`config.mk`:
```
export PLATFORM = sky130hd
export DESIGN_NAME = mem_port_arbiter
export DESIGN_NICKNAME = d
export VERILOG_FILES = /design/src/rtl/mem_port_arbiter_pkg.sv /design/src/rtl/mem_lane_align.sv /design/src/rtl/mem_port_arbiter.sv
export SDC_FILE = /design/constraint.sdc
export NUM_CORES = 1
export LEC_CHECK = 0
export BUFFER_PORTS_ARGS = -buffer_cell sky130_fd_sc_hd__buf_4
export CORE_ASPECT_RATIO = 1.75
export CORE_MARGIN = 3
export CORE_UTILIZATION = 49
export CTS_CLUSTER_DIAMETER = 40
export CTS_CLUSTER_SIZE = 40
export DETAILED_ROUTE_END_ITERATION = 8
export PLACE_DENSITY = 0.91
export SLEW_MARGIN = 0
export SYNTH_ARGS = -nofsm -noshare
export SYNTH_HDL_FRONTEND = slang
export SYNTH_SLANG_ARGS = --single-unit
```
`constraint.sdc`:
```
create_clock -name clk -period 3.2 [get_ports clk]
set_clock_uncertainty 0.2 [all_clocks]
set_input_delay 0.32 -clock clk [delete_from_list [all_inputs] [get_ports clk]]
set_output_delay 0.32 -clock clk [all_outputs]
set_load 0.03 [all_outputs]
```
`src/rtl/mem_port_arbiter_pkg.sv`:
```
// State codes, the control unit's MemRead/MemWrite encodings, and the request legality helpers
// shared by the memory-port arbiter and its lane aligner.
package mem_port_arbiter_pkg;

  typedef enum logic [1:0] {
    ARB_IDLE = 2'd0,
    ARB_BUSY = 2'd1,
    ARB_RESP = 2'd2
  } arb_state_e;

  localparam logic [2:0] MEMREAD_NONE = 3'd0;
  localparam logic [2:0] MEMREAD_LB   = 3'd1;
  localparam logic [2:0] MEMREAD_LH   = 3'd2;
  localparam logic [2:0] MEMREAD_LW   = 3'd3;
  localparam logic [2:0] MEMREAD_LBU  = 3'd4;
  localparam logic [2:0] MEMREAD_LHU  = 3'd5;

  localparam logic [1:0] MEMWRITE_NONE = 2'd0;
  localparam logic [1:0] MEMWRITE_SB   = 2'd1;
  localparam logic [1:0] MEMWRITE_SH   = 2'd2;
  localparam logic [1:0] MEMWRITE_SW   = 2'd3;

  function automatic logic op_illegal(input logic [2:0] rd, input logic [1:0] wr);
    return (rd > MEMREAD_LHU) || ((rd != MEMREAD_NONE) && (wr != MEMWRITE_NONE));
  endfunction

  function automatic logic op_misaligned(input logic [2:0] rd, input logic [1:0] wr,
                                         input logic [1:0] off);
    logic mis;
    mis = 1'b0;
    if ((rd == MEMREAD_LH) || (rd == MEMREAD_LHU) || (wr == MEMWRITE_SH)) mis = off[0];
    if ((rd == MEMREAD_LW) || (wr == MEMWRITE_SW)) mis = (off != 2'b00);
    return mis;
  endfunction

endpackage

```
`src/rtl/mem_lane_align.sv`:
```
// Combinational byte-lane logic: extracts/extends load data from a memory word and
// builds store byte enables plus lane-replicated write data.
module mem_lane_align
  import mem_port_arbiter_pkg::*;
(
  input  logic [2:0]  ld_op_i,
  input  logic [1:0]  ld_off_i,
  input  logic [31:0] ld_word_i,
  output logic [31:0] ld_data_o,
  input  logic [1:0]  st_op_i,
  input  logic [1:0]  st_off_i,
  input  logic [31:0] st_data_i,
  output logic [3:0]  st_be_o,
  output logic [31:0] st_wdata_o
);

  logic [7:0]  ld_byte;
  logic [15:0] ld_half;

  always_comb begin
    ld_byte = ld_word_i[7:0];
    case (ld_off_i)
      2'd1:    ld_byte = ld_word_i[15:8];
      2'd2:    ld_byte = ld_word_i[23:16];
      2'd3:    ld_byte = ld_word_i[31:24];
      default: ld_byte = ld_word_i[7:0];
    endcase
    ld_half = ld_off_i[1] ? ld_word_i[31:16] : ld_word_i[15:0];
  end

  always_comb begin
    ld_data_o = '0;
    case (ld_op_i)
      MEMREAD_LB:  ld_data_o = {{24{ld_byte[7]}}, ld_byte};
      MEMREAD_LBU: ld_data_o = {24'h0, ld_byte};
      MEMREAD_LH:  ld_data_o = {{16{ld_half[15]}}, ld_half};
      MEMREAD_LHU: ld_data_o = {16'h0, ld_half};
      MEMREAD_LW:  ld_data_o = ld_word_i;
      default:     ld_data_o = '0;
    endcase
  end

  always_comb begin
    st_be_o    = 4'h0;
    st_wdata_o = '0;
    case (st_op_i)
      MEMWRITE_SB: begin
        st_be_o    = 4'(4'b0001 << st_off_i);
        st_wdata_o = {4{st_data_i[7:0]}};
      end
      MEMWRITE_SH: begin
        st_be_o    = st_off_i[1] ? 4'hC : 4'h3;
        st_wdata_o = {2{st_data_i[15:0]}};
      end
      MEMWRITE_SW: begin
        st_be_o    = 4'hF;
        st_wdata_o = st_data_i;
      end
      default: begin
        st_be_o    = 4'h0;
        st_wdata_o = '0;
      end
    endcase
  end

endmodule

```
`src/rtl/mem_port_arbiter.sv`:
```
// Shares one memory port between fetch and data access; done pulses two cycles after the request at best.
// Optional BUSY wait limit is enabled by defining MEM_ARB_TIMEOUT_EN.
module mem_port_arbiter
  import mem_port_arbiter_pkg::*;
#(
  parameter int AW = 32,
  parameter int DW = 32,
`ifdef MEM_ARB_TIMEOUT_EN
  parameter int TIMEOUT = 255,
`endif
  parameter int FETCH_DEFER_MAX = 4
) (
  input  logic          clk,
  input  logic          rst,
  input  logic          if_req,
  input  logic [AW-1:0] if_addr,
  output logic [DW-1:0] if_rdata,
  output logic          if_done,
  input  logic [2:0]    d_memread,
  input  logic [1:0]    d_memwrite,
  input  logic [AW-1:0] d_addr,
  input  logic [DW-1:0] d_wdata,
  output logic [DW-1:0] d_rdata,
  output logic          d_done,
  output logic          err,
  output logic          mem_req,
  output logic          mem_we,
  output logic [3:0]    mem_be,
  output logic [AW-1:0] mem_addr,
  output logic [DW-1:0] mem_wdata,
  input  logic [DW-1:0] mem_rdata,
  input  logic          mem_ready
);

  localparam int DFW = $clog2(FETCH_DEFER_MAX + 1);

  arb_state_e    state_q, state_d;
  logic [DFW-1:0] defer_q, defer_d;
  logic          data_own_q, data_own_d;
  logic          bad_q, bad_d;
  logic [2:0]    ld_op_q, ld_op_d;
  logic [1:0]    off_q, off_d;
  logic          mem_req_q, mem_req_d;
  logic          mem_we_q, mem_we_d;
  logic [3:0]    mem_be_q, mem_be_d;
  logic [AW-1:0] mem_addr_q, mem_addr_d;
  logic [DW-1:0] mem_wdata_q, mem_wdata_d;
  logic [DW-1:0] if_rdata_q, if_rdata_d;
  logic [DW-1:0] d_rdata_q, d_rdata_d;
  logic          if_done_q, if_done_d;
  logic          d_done_q, d_done_d;
  logic          err_q, err_d;
`ifdef MEM_ARB_TIMEOUT_EN
  localparam int CW = $clog2(TIMEOUT + 1);
  logic [CW-1:0] cnt_q, cnt_d;
`endif

  logic          d_req, fetch_win, fin, fin_err;
  logic [31:0]   ld_data, st_wdata;
  logic [3:0]    st_be;

  mem_lane_align u_align (
    .ld_op_i    (ld_op_q),
    .ld_off_i   (off_q),
    .ld_word_i  (mem_rdata),
    .ld_data_o  (ld_data),
    .st_op_i    (d_memwrite),
    .st_off_i   (d_addr[1:0]),
    .st_data_i  (d_wdata),
    .st_be_o    (st_be),
    .st_wdata_o (st_wdata)
  );

  assign d_req     = (d_memread != MEMREAD_NONE) || (d_memwrite != MEMWRITE_NONE);
  assign fetch_win = if_req && (!d_req || (defer_q == DFW'(FETCH_DEFER_MAX)));

  always_comb begin
    state_d     = state_q;
    defer_d     = defer_q;
    data_own_d  = data_own_q;
    bad_d       = bad_q;
    ld_op_d     = ld_op_q;
    off_d       = off_q;
    mem_req_d   = mem_req_q;
    mem_we_d    = mem_we_q;
    mem_be_d    = mem_be_q;
    mem_addr_d  = mem_addr_q;
    mem_wdata_d = mem_wdata_q;
    if_rdata_d  = if_rdata_q;
    d_rdata_d   = d_rdata_q;
    if_done_d   = 1'b0;
    d_done_d    = 1'b0;
    err_d       = 1'b0;
    fin         = 1'b0;
    fin_err     = 1'b0;
`ifdef MEM_ARB_TIMEOUT_EN
    cnt_d       = cnt_q;
`endif

    case (state_q)
      ARB_IDLE: begin
`ifdef MEM_ARB_TIMEOUT_EN
        cnt_d = '0;
`endif
        if (fetch_win) begin
          state_d    = ARB_BUSY;
          data_own_d = 1'b0;
          defer_d    = '0;
          ld_op_d    = MEMREAD_LW;
          off_d      = if_addr[1:0];
          bad_d      = (if_addr[1:0] != 2'b00);
          if (!bad_d) begin
            mem_req_d  = 1'b1;
            mem_we_d   = 1'b0;
            mem_be_d   = 4'hF;
            mem_addr_d = {if_addr[AW-1:2], 2'b00};
          end
        end else if (d_req) begin
          state_d    = ARB_BUSY;
          data_own_d = 1'b1;
          if (if_req) defer_d = defer_q + DFW'(1);
          ld_op_d    = d_memread;
          off_d      = d_addr[1:0];
          bad_d      = op_illegal(d_memread, d_memwrite) ||
                       op_misaligned(d_memread, d_memwrite, d_addr[1:0]);
          if (!bad_d) begin
            mem_req_d   = 1'b1;
            mem_we_d    = (d_memwrite != MEMWRITE_NONE);
            mem_be_d    = mem_we_d ? st_be : 4'hF;
            mem_wdata_d = st_wdata;
            mem_addr_d  = {d_addr[AW-1:2], 2'b00};
          end
        end
      end
      // Rejected requests spend their BUSY cycle with mem_req low so done timing stays uniform.
      ARB_BUSY: begin
        if (bad_q) begin
          fin     = 1'b1;
          fin_err = 1'b1;
        end else if (mem_ready) begin
          fin = 1'b1;
`ifdef MEM_ARB_TIMEOUT_EN
        end else if (cnt_q == CW'(TIMEOUT - 1)) begin
          fin     = 1'b1;
          fin_err = 1'b1;
        end else begin
          cnt_d = cnt_q + CW'(1);
`endif
        end
      end
      ARB_RESP: state_d = ARB_IDLE;
      default:  state_d = ARB_IDLE;
    endcase

    if (fin) begin
      state_d   = ARB_RESP;
      mem_req_d = 1'b0;
      err_d     = fin_err;
      if (data_own_q) begin
        d_done_d  = 1'b1;
        d_rdata_d = fin_err ? '0 : ld_data;
      end else begin
        if_done_d  = 1'b1;
        if_rdata_d = fin_err ? '0 : mem_rdata;
      end
    end
  end

  always_ff @(posedge clk) begin
    if (rst) begin
      state_q     <= ARB_IDLE;
      defer_q     <= '0;
      data_own_q  <= 1'b0;
      bad_q       <= 1'b0;
      ld_op_q     <= '0;
      off_q       <= '0;
      mem_req_q   <= 1'b0;
      mem_we_q    <= 1'b0;
      mem_be_q    <= '0;
      mem_addr_q  <= '0;
      mem_wdata_q <= '0;
      if_rdata_q  <= '0;
      d_rdata_q   <= '0;
      if_done_q   <= 1'b0;
      d_done_q    <= 1'b0;
      err_q       <= 1'b0;
`ifdef MEM_ARB_TIMEOUT_EN
      cnt_q       <= '0;
`endif
    end else begin
      state_q     <= state_d;
      defer_q     <= defer_d;
      data_own_q  <= data_own_d;
      bad_q       <= bad_d;
      ld_op_q     <= ld_op_d;
      off_q       <= off_d;
      mem_req_q   <= mem_req_d;
      mem_we_q    <= mem_we_d;
      mem_be_q    <= mem_be_d;
      mem_addr_q  <= mem_addr_d;
      mem_wdata_q <= mem_wdata_d;
      if_rdata_q  <= if_rdata_d;
      d_rdata_q   <= d_rdata_d;
      if_done_q   <= if_done_d;
      d_done_q    <= d_done_d;
      err_q       <= err_d;
`ifdef MEM_ARB_TIMEOUT_EN
      cnt_q       <= cnt_d;
`endif
    end
  end

  assign if_rdata  = if_rdata_q;
  assign if_done   = if_done_q;
  assign d_rdata   = d_rdata_q;
  assign d_done    = d_done_q;
  assign err       = err_q;
  assign mem_req   = mem_req_q;
  assign mem_we    = mem_we_q;
  assign mem_be    = mem_be_q;
  assign mem_addr  = mem_addr_q;
  assign mem_wdata = mem_wdata_q;

endmodule

```
======== Yosys cells after proc, flatten, opt, wreduce, memory -nomap -nowiden ========
Cells that the tools add are included.
word-level totals
  word-level logic and storage cells ...... 125
  output and inout port bits .............. 137
  bits in registers ....................... 149
  bits of input ports ..................... 137
operators by class
  multiplexer cells ....................... 52
  $lt $le $gt $ge ......................... 1
  reductions and logical operators ........ 27
  add/sub/neg operators ................... 1
  bitwise gates (word level) .............. 5
  shift-type cells ........................ 1
  equal/unequal tests ..................... 21
operators with widths
  kind                                              count
  2-to-1 mux 32 bit                                 6
  one-hot mux 32 bit (5 select lines)               1
  one-hot mux 32 bit (3 select lines)               1
  2-to-1 mux 1 bit                                  24
  2-to-1 mux 4 bit                                  6
  one-hot mux 8 bit (3 select lines)                1
  2-to-1 mux 16 bit                                 1
  2-to-1 mux 3 bit                                  5
  == test 3 x 2 -> 1 bit (second input constant)    4
  == test 3 bit (second input constant)             4
  one-hot mux 4 bit (3 select lines)                1
  2-to-1 mux 2 bit                                  5
  AND reduction 2 bit                               5
  nonzero test 2 bit                                5
  == test 2 bit (second input constant)             4
  AND reduction 4 bit                               2
  logical OR 1 bit                                  7
  == test 2 x 1 -> 1 bit (second input constant)    3
  inequality test 2 bit (second input constant)     3
  NOT 1 bit                                         5
  inequality test 4 bit (second input constant)     1
  one-hot mux 2 bit (2 select lines)                1
  OR reduction 2 bit                                2
  << shifter 1 x 2 -> 4 bit (first input constant)  1
  9 further kinds                                   10

======== Depth between registers and ports, before layout ========
Gate-level depths: netlist of run 1.
  word-level depth ........................ 12
  depth in mapped cells ................... 10
  mapped depth without buffers ............ 8

======== By module ========
A second synthesis of run 1 with hierarchy kept.
second synthesis, totals
  cells, all modules ...................... 858
  area, all modules ....................... 7694.9 um^2
by module, submodules not included
  module            area an instance (um^2)  instances  sequential area each (um^2)  cells an instance
  mem_port_arbiter  5988.2                   1          2942.8                       600
  mem_lane_align    1706.6                   1          0.0                          258

======== Worst setup path before layout of run 1 ========
No wires, ideal clock.
  path type ............................... register to register
  start point ............................. reg defer_q[0]
  end point ............................... reg mem_wdata_q[2] (netlist: mem_wdata[2])
  cell stages (with the launch flop) ...... 11
  arrival time ............................ 1.949 ns
  required time ........................... 2.930 ns
  buffers on the path ..................... 2
  setup time .............................. 0.070 ns
  path slack .............................. 0.980 ns
  clock period less this slack ............ 2.220 ns
  path through ............................ dfxtp_1 inv_1 ha_1 a311oi_1 o21ai_2 nor2_1 and2_1 buf_2 buf_2 nand3_1 a21oi_1
on the way
  word-level cells in the longest chain between the ends .. 5
RTL lines
  item                                  line                     RTL
  start, declared                       mem_port_arbiter.sv:38   logic [DFW-1:0] defer_q, defer_d;
  start signal, assigned                mem_port_arbiter.sv:192  defer_q <= defer_d;
  == test 3 bit                         mem_port_arbiter.sv:75   assign fetch_win = if_req && (!d_req || (defer_q == DFW'(FETCH_DEFER_MAX)));
  logical OR 1 bit                      mem_port_arbiter.sv:75
  logical AND 1 bit                     mem_port_arbiter.sv:75
  NOT 1 bit (no source line)            n/a
  AND reduction 4 bit (no source line)  n/a
  end signal, assigned                  mem_port_arbiter.sv:201  mem_wdata_q <= mem_wdata_d;
  end, declared                         mem_port_arbiter.sv:47   logic [DW-1:0] mem_wdata_q, mem_wdata_d;
Every way passes these cells.
A chain may end at the register's enable or synchronous reset.

======== Worst setup path after layout of run 1 ========
  start point ............................. reg defer_q[0]
  end point ............................... reg mem_wdata_q[30] (netlist: mem_wdata[30])
The elaborated chain is that of the path after synthesis.

==> results of run 1 <==
[layout by cell type, fill, tap and decap left out, drive strengths merged, types with 2 or more instances in the layout]
cell | synthesis | final
o22ai | 3 | 3
a211oi | 40 | 40
a22oi | 18 | 18
nor2 | 71 | 71
ha | 2 | 2
o21ai | 39 | 39
buf | 25 | 292
mux2 | 15 | 15
clkbuf | 43 | 17
nand2b | 6 | 6
clkinv | 0 | 4
a22o | 31 | 31
mux4 | 8 | 8
mux2i | 33 | 33
nor3 | 29 | 29
clkinvlp | 0 | 3
dfxtp | 147 | 147
and2 | 3 | 3
nand2 | 40 | 40
nand3 | 11 | 11
a311oi | 2 | 2
a222oi | 8 | 8
nand4 | 3 | 3
a21oi | 71 | 71
nor4b | 2 | 2
dlygate4sd3 | 0 | 35
o21a | 3 | 3
a221oi | 30 | 30
nor2b | 3 | 3
bufinv | 0 | 2
conb | 1 | 2
inv | 8 | 14
[report_power, final]
group          leakage [µW]  internal [µW]  switching, µW
logic               0.00277            605            879
registers           0.00120           1970            105
clock network      0.000283           1170            845
[kinds of logic after synthesis]
kind of cell	count (synthesis)
compound gates	249
simple gates	177
flops	147
buf+inv	76
mux	56
fa+ha+maj	2
other cells	1
xor+xnor	1
[sequential cells by signal (all words and copies together), names as in the netlist]
signal      count
if_done         1
defer_q         3
mem_wdata      32
mem_be          4
d_rdata        32
data_own_q      1
mem_req         1
bad_q           1
state_q         2
mem_addr       30
ld_op_q         3
mem_we          1
d_done          1
if_rdata       32
err             1
off_q           2
[worst register-to-register path: cells and delay by family (launching register included)]
kind / cells / cell delay [ns]
compound gates: 3 / 1.05
fa+ha+maj: 1 / 0.27
buf+inv: 1 / 0.06
flops: 1 / 0.37
simple gates: 3 / 0.69
[per-stage QoR]
step                      hold WS, ns  instances  util, %  cell area [µm²]
after floorplan                 0.246        710        -             6690
after global placement          0.237       1105     66.8             8780
after detailed placement        0.248       1105     66.8             8780
after CTS                    0.000434       1172     74.0             9730
after global routing           0.0201       1172     74.0             9730
final                          0.0182       1172     74.0             9730
[path summary, 6_finish.rpt]
kind | end | from | cells after the start | slack [ns]
hold reg to reg | mem_wdata[3]$_SDFFE_PP0P_ | mem_wdata[3]$_SDFFE_PP0P_ | 2 | 0.26
setup reg to reg | mem_wdata[30]$_SDFFE_PP0P_ | defer_q[0]$_SDFFE_PP0P_ | 8 | 0.42
hold / removal | mem_wdata[17]$_SDFFE_PP0P_ | d_wdata[17] | 3 | 0.02
setup / recovery | mem_wdata[30]$_SDFFE_PP0P_ | defer_q[0]$_SDFFE_PP0P_ | 8 | 0.42
[routing by layer]
metal	track usage (%)	vias to the layer above	wire length [µm]
li1	-	3214	-
met1	31.7	3227	7700
met2	53.5	454	12200
met3	7.36	95	2050
met4	17.3	0	1270
met5	0	-	0
[layout make-up]
class,count,area share [%]
multi-input cells,487,35.0
flip-flops and latches,147,30.3
repair buffers,327,26.1
clock buffers,17,4.37
well taps,171,2.20
clock inverters,15,1.74
inverters,8,0.309
[repair_timing]
action	4_1_cts	5_1_grt
setup endpoints to repair	0	0
resized for setup	0	0
endpoints found under the hold margin	35	0
hold buffers	35	0
==> flow_summary.ini, run 1 <==
[synthesis]
netlist_top_cells_count = dfxtp_1 (147), a21oi_1 (71), nor2_1 (71)
synth-seq-cells = 147
yosys.area_share.adder_pct = 0.374
avgSynthCellArea_um2 = 9.43
yosys.area_share.simple_pct = 12.3
synth_edf_count = 0
synth.most_common_cell = dfxtp_1
synth-compound-area-share_pct = 27.6
async_reset_ff_share_pct = 0
synthFlopType = dfxtp_1
synthTopCellsByArea = dfxtp_1 (44%), a211oi_2 (5.4%), a21oi_1 (5.3%)
yosysWarnings = 0
synthesis.instances = 709
synth.area.mux_share_pct = 10.2
synth_xor_area_share_pct = 0.131
synth_top_family_by_area = compound AO/OA/AOI/OAI gates
yosysTopAreaCellShare_pct = 44.0
synth.cell_area_um2 = 6680
synth_cell_type_count = 52
ys_seq_area_share_pct = 44.0
yosys.area.top_type = dfxtp_1

[global_route]
grt.overflow.total = 0
grt_pass1_vias = 7083
grt_pass1_wl_um = 36100
grt_use_total_pct = 30.2
grt_max_degree = 65
grt_antenna_before_repair = 0

[place]
place.gp.congestion = 0.875
detailed_place_hpwl_um = 16100
place_ws_ns = 0.427
port_buffers = 271

[die]
coreArea_um2 = 13100
die_width_um = 94.3
dieArea_um2 = 15100
io_pins = 274
initial_core_util_pct = 50.9
rows = 55
die-height_um = 161

[flow_run]
drv_cap = 0

[detailed_routing]
wl_um = 23200
dr_total_vias = 6990
drt-initial-drc-count = 453
via_per_inst = 5.96
drc = 0
wl_per_cell_um = 19.8
dr.pass1.iters = 9
drtAntennaViolNets = 0

[timing]
fin_crit_sh_pct = 86.8
fin_crit_ns = 2.78
rsz0062_at_grt = false
max_freq_ghz = 0.360
finalSetupViolCount = 0
max_slew_margin_pct = 49.0
tightest_slew_ns = 0.763
setup_tns_ns = 0
worst_slack_ns = 0.424
hold_viol_final = 0
slew_viol_final = 0

[cts]
cts_tree = done
cts.sinks = 147
h-tree-depth = 4
cts_root_buf = clkbuf_16
cts_setup_buffers = 0
cts_buffers = 17
worstSkewPairLatency_ns = 0.41
clk_pin_slew_worst_paths_ns = 0.06
clockBufferDepth = 2

[min_path]
hp-class = primary input to flip-flop

[critical_path]
critPathTopFamily = compound AO/OA/AOI/OAI gates
cp.arrival_ns = 2.85
crit_type = flip-flop to flip-flop
cpPeakStageDelay_ns = 0.48
cp_cell_sequence = inv_1, ha_1, a311oi_1, o21ai_2, nor2_1, nand2_1, a221oi_1, nor3_1
end_kind = flip-flop
crit_fanout = 24
cp_slowest_cell = a221oi_1
start_kind = flip-flop
cp.required_ns = 3.27
cp_num_buf_inv = 1

[layout]
syn2layout_area_growth_pct = 45.5
regArea_um2 = 2940
nFillCells = 890
antenna_cells = 0
finalNetCount = 1127
drive_above_1_share_pct = 38.6
multi_input_area_um2 = 3400

[power]
totalPowerFinal_uw = 5580
peakVddDrop_mv = 0.411
power_density_nw_per_um2 = 573
p_leak_uw = 0.00425

[status]
status = complete, no violations
Note: power is estimated with default switching activity, not from simulation.
==> run 2, diff against run 1 <==
--- a/config.mk
+++ b/config.mk
@@ -5,10 +5,11 @@
 export SDC_FILE = /design/constraint.sdc
 export NUM_CORES = 1
 export LEC_CHECK = 0
+export ABC_AREA = 1
 export BUFFER_PORTS_ARGS = -buffer_cell sky130_fd_sc_hd__buf_4
 export CORE_ASPECT_RATIO = 1.75
 export CORE_MARGIN = 3
-export CORE_UTILIZATION = 49
+export CORE_UTILIZATION = 50
 export CTS_CLUSTER_DIAMETER = 40
 export CTS_CLUSTER_SIZE = 40
 export DETAILED_ROUTE_END_ITERATION = 8
==> run 2 against run 1 <==
  * Power up 1.5%
  * Sequential power about the same
  * Cell count up 32%
  * Wire length up 3.3%
  * Flip-flop and latch count unchanged
  * Worst hold slack worse by 0.0085 ns
  * Via count up 17%
  * Critical path depth up 1
  * Combinational power down 5%
  * Non-clock buffer count down 31
  * Largest cell class unchanged
==> flow_summary.ini, run 2 <==
[synthesis]
synth_edf_count = 0
ys_seq_area_share_pct = 40.3
yosys.area.top_type = dfxtp_1
synthFlopType = dfxtp_1
synth-seq-cells = 147
yosysTopAreaCellShare_pct = 40.3
avgSynthCellArea_um2 = 6.62
synth.cell_area_um2 = 7310
async_reset_ff_share_pct = 0
synth.most_common_cell = nand2_1
netlist_top_cells_count = nand2_1 (367), dfxtp_1 (147), nor2_1 (109)
yosysWarnings = 0
synthesis.instances = 1104
synthTopCellsByArea = dfxtp_1 (40%), nand2_1 (19%), nor2_1 (5.6%)
synth_cell_type_count = 43

[power]
power_density_nw_per_um2 = 560
p_leak_uw = 0.00507
peakVddDrop_mv = 0.472

[timing]
slew_viol_final = 0
hold_viol_final = 0
tightest_slew_ns = 0.925
finalSetupViolCount = 0
setup_tns_ns = 0
rsz0062_at_grt = false
fin_crit_ns = 2.49
max_slew_margin_pct = 38.3
holdWs_ns = 0.00968
fin_crit_sh_pct = 77.7
max_freq_ghz = 0.402

[place]
dp_cells = 1500
detailed_place_hpwl_um = 17600
port_buffers = 271
placed_area_um2 = 9330
place.gp.congestion = 0.946

[cts]
clk_pin_slew_worst_paths_ns = 0.06
h-tree-depth = 4
cts_tree = done
cts.sinks = 147
cts_root_buf = clkbuf_16
cts_setup_buffers = 0
cts-hold-fix-buffers = 12
cts_buffers = 17
clockBufferDepth = 2
post_cts_resized = 0
worstSkewPairLatency_ns = 0.42

[global_route]
grt_use_total_pct = 28.5
grt.overflow.total = 0
grt_antenna_before_repair = 0
grt_pass1_wl_um = 38200
grt_max_degree = 66
grt_pass1_vias = 7838

[layout]
final_common_cell = nand2_1
syn2layout_area_growth_pct = 38.2
nFillCells = 1108
finalNetCount = 1493
layout_common_cells = nand2_1 (367), buf_4 (284), dfxtp_1 (147)
antenna_cells = 0
final_core_util_pct = 71.5
multi_input_area_um2 = 3620
fin_area_um2 = 10100
drive_above_1_share_pct = 27.1
layout.cells.non_filler = 1544
regArea_um2 = 2940

[min_path]
hp-class = primary input to flip-flop
hp-start = mem_rdata[20]

[die]
dieArea_um2 = 16200
io_pins = 274
die-height_um = 166
rows = 57
initial_core_util_pct = 51.8
die_width_um = 97.4
coreArea_um2 = 14100

[detailed_routing]
drc = 0
wl_per_cell_um = 15.5
via_per_inst = 5.32
drtAntennaViolNets = 0
drt-initial-drc-count = 504
wl_um = 24000
dr_total_vias = 8212
dr.pass1.iters = 6

[critical_path]
startpoint = defer_q[0]$_SDFFE_PP0P_
crit_fanout = 65
start_kind = flip-flop
end_kind = flip-flop
cp.required_ns = 3.32
cp.arrival_ns = 2.61
crit_type = flip-flop to flip-flop
r2r_start = defer_q[0]$_SDFFE_PP0P_

[flow_run]
drv_cap = 0

[status]
status = complete, no violations
## run 2: cell type report
cell class / instances / share of cell area [%]
timing repair buffer: 296 / 22.3
inverter: 110 / 4.09
clock buffer: 17 / 4.21
tap: 177 / 2.19
sequential: 147 / 29.1
multi-input combinational: 782 / 35.9
clock inverter: 15 / 2.24
## run 2: where the power goes
group | total (µW) | internal (µW) | switching [µW] | leakage [µW]
clock network | 2200 | 1390 | 810 | 0.000316
registers | 2060 | 1970 | 84.1 | 0.00120
logic | 1400 | 500 | 901 | 0.00355
## run 2: path summary, 6_finish.rpt
path / end / slack, ns / depth (start not counted)
max reg2reg: mem_addr[17]$_SDFFE_PP0P_ / 0.71 / 9
min reg2reg: mem_req$_SDFFE_PP0P_ / 0.26 / 2
min: if_rdata[20]$_SDFFE_PP0P_ / 0.01 / 3
max: mem_addr[17]$_SDFFE_PP0P_ / 0.71 / 9
## run 2: metrics by stage
stage	total power (µW)	setup WS, ns
6_report	5660	0.715
5_1_grt	5900	0.531
4_1_cts	5670	0.706
3_5_place_dp	3460	0.598
3_3_place_gp	3430	0.645
2_1_floorplan	2960	1.39
## run 2: logic make-up after synthesis
family | synth area share (%)
compound gates | 15.3
flops | 40.3
other cells | 0.0513
simple gates | 33.7
buf+inv | 10.2
fa+ha+maj | 0.342
xor+xnor | 0.120
## run 2: layer usage
metal / wire length (µm) / global-route usage, % / vias to the layer above
met5: 0 / 0 / -
met4: 1610 / 18.5 / 0
met3: 2010 / 8.15 / 109
met2: 12100 / 49.5 / 420
met1: 8310 / 29.5 / 3689
li1: - / - / 3994
## run 2: critical path: stages (launching register included)
cell	delay [ns]
dfxtp_1	0.35
inv_1	0.08
ha_1	0.20
nand2_1	0.12
nand2_2	0.10
o211ai_2	0.16
nand3_4	0.64
buf_4	0.40
nor2_2	0.07
nor2_1	0.05
==> run 3, diff against run 2 <==
--- a/config.mk
+++ b/config.mk
@@ -9,11 +9,11 @@
 export BUFFER_PORTS_ARGS = -buffer_cell sky130_fd_sc_hd__buf_4
 export CORE_ASPECT_RATIO = 1.75
 export CORE_MARGIN = 3
-export CORE_UTILIZATION = 50
+export CORE_UTILIZATION = 45
 export CTS_CLUSTER_DIAMETER = 40
 export CTS_CLUSTER_SIZE = 40
 export DETAILED_ROUTE_END_ITERATION = 8
-export PLACE_DENSITY = 0.91
+export PLACE_DENSITY = 0.87
 export SLEW_MARGIN = 0
 export SYNTH_ARGS = -nofsm -noshare
 export SYNTH_HDL_FRONTEND = slang
==> constraint.sdc (replaced) <==
create_clock -name clk -period 2.03 [get_ports clk]
set_clock_uncertainty 0.2 [all_clocks]
set_input_delay 0.203 -clock clk [delete_from_list [all_inputs] [get_ports clk]]
set_output_delay 0.203 -clock clk [all_outputs]
set_load 0.03 [all_outputs]
==> run 3 against run 2 <==
  * Worst setup slack worse by 0.79 ns
  * Flip-flop and latch count stayed put
  * The flow now finishes with violations (setup timing)
  * Critical endpoint is now mem_addr[13]$_SDFFE_PP0P_
  * Utilization is 1.8 points higher
  * Critical path depth up 2
  * Fmax is 18% higher
  * Largest power group is now registers
==> flow_summary.ini, run 3 (synthesis gave the netlist of run 2 again) <==
[cts]
worstSkewPairLatency_ns = 0.41
clockBufferDepth = 2
cts_tree = done
h-tree-depth = 4
clk_pin_slew_worst_paths_ns = 0.07
cts_root_buf = clkbuf_16
cts_buffers = 17
cts.sinks = 147

[timing]
fin_crit_ns = 2.10
max_slew_margin_pct = 66.2
slew_viol_final = 0
worst_slack_ns = -0.0734
finalSetupViolCount = 8
tightest_slew_ns = 0.502
holdWs_ns = 0.0220
max_freq_ghz = 0.475
hold_viol_final = 0
fin_crit_sh_pct = 104
setup_tns_ns = -0.275
rsz0062_at_grt = true

[critical_path]
crit_fanout = 8
end_kind = flip-flop
start_kind = flip-flop
cp.arrival_ns = 2.21
crit_type = flip-flop to flip-flop
cp.required_ns = 2.14

[global_route]
grt_pass1_wl_um = 45100
grt_antenna_before_repair = 1
grt_pass1_vias = 9052
grt_max_degree = 47
grt.overflow.total = 0
grt_use_total_pct = 32.1

[layout]
final_common_cell = nand2_1
nFillCells = 1062
drive_above_1_share_pct = 27.7
final_core_util_pct = 73.3
antenna_cells = 0
fin_area_um2 = 11600
finalNetCount = 1630
syn2layout_area_growth_pct = 59.3
layout_common_cells = nand2_1 (360), buf_4 (296), dfxtp_1 (144)

[die]
die_width_um = 102
dieArea_um2 = 17900
rows = 61
coreArea_um2 = 15900
io_pins = 274
die-height_um = 175
initial_core_util_pct = 46.0

[power]
power_density_nw_per_um2 = 787
p_leak_uw = 0.00572
peakVddDrop_mv = 0.627

[place]
place.gp.congestion = 0.942
detailed_place_hpwl_um = 17900
place_ws_ns = 0.0818
placed_area_um2 = 9570
port_buffers = 271

[flow_run]
drv_cap = 0

[detailed_routing]
dr_total_vias = 9291
drtAntennaViolNets = 0
wl_um = 32100
drc = 0
dr.pass1.iters = 5
drt-initial-drc-count = 830
via_per_inst = 5.49
wl_per_cell_um = 19.0

[status]
violations = setup timing
status = complete, but fails checks

[min_path]
hp-class = primary input to flip-flop
[run 3: cell count changes in the layout (fill, tap and decap cells not counted), sizes merged, moves of 3 or more]
cell,change
dlygate4sd3,+107
bufinv,-3
buf,+23
clkbuf,+8
[run 3: timing repair]
action                                 4_1_cts  5_1_grt
setup endpoints to repair                    0       46
setup buffers                                0        3
endpoints found under the hold margin      109        0
resized for setup                            0       30
hold buffers                               120        0
[run 3: routing by layer]
layer / part of all wire (%) / GRT usage (%) / vias to the layer above
met3: 10 / 9.03 / 228
met4: 8.6 / 21.9 / 0
met1: 33 / 33.3 / 4124
met2: 49 / 54.3 / 674
li1: - / - / 4265
met5: 0 / 0 / -
[run 3: power breakdown]
| group | internal, µW | switching [µW] | leakage (µW) |
|---|---|---|---|
| clock | 1940 | 1320 | 0.000300 |
| combinational | 1040 | 1610 | 0.00423 |
| sequential | 3110 | 149 | 0.00120 |
[run 3: worst max-delay path, cell delays in order (launching register included)]
cell and delay [ns]:
dfxtp_2 0.34, inv_1 0.05, ha_2 0.20, nand2_4 0.10, nand2_4 0.08, nand2_4 0.11, clkinvlp_4 0.24, buf_12 0.23
nand2_1 0.08, nand2_1 0.10, nor2_2 0.17, nor2_1 0.08
[run 3: final cells by class]
type,instances,area (µm²),share of cell area [%]
Timing Repair Buffer,432,3740,32.1
Multi-Input combinational cell,783,3690,31.7
Sequential cell,147,2950,25.3
Clock buffer,20,467,4.01
Inverter,110,417,3.58
Tap cell,189,236,2.03
Clock inverter,12,145,1.25
[run 3: worst paths after layout]
check                                                  end                     from  cells past startpoint  slack (ns)
worst min-delay path            mem_wdata[10]$_SDFFE_PP0P_              d_wdata[10]                      5        0.02
worst max-delay path             mem_addr[13]$_SDFFE_PP0P_  defer_q[1]$_SDFFE_PP0P_                     11       -0.07
worst max register to register   mem_addr[13]$_SDFFE_PP0P_  defer_q[1]$_SDFFE_PP0P_                     11       -0.07
worst min register to register     d_rdata[1]$_SDFFE_PP0P_  d_rdata[1]$_SDFFE_PP0P_                      2        0.27
[run 3: per-stage QoR]
step                total power, µW  instances
floorplan                      4670       1105
global placement               5490       1532
detailed placement             5530       1532
CTS                            8960       1684
global route                   9500       1693
finish                         9170       1693
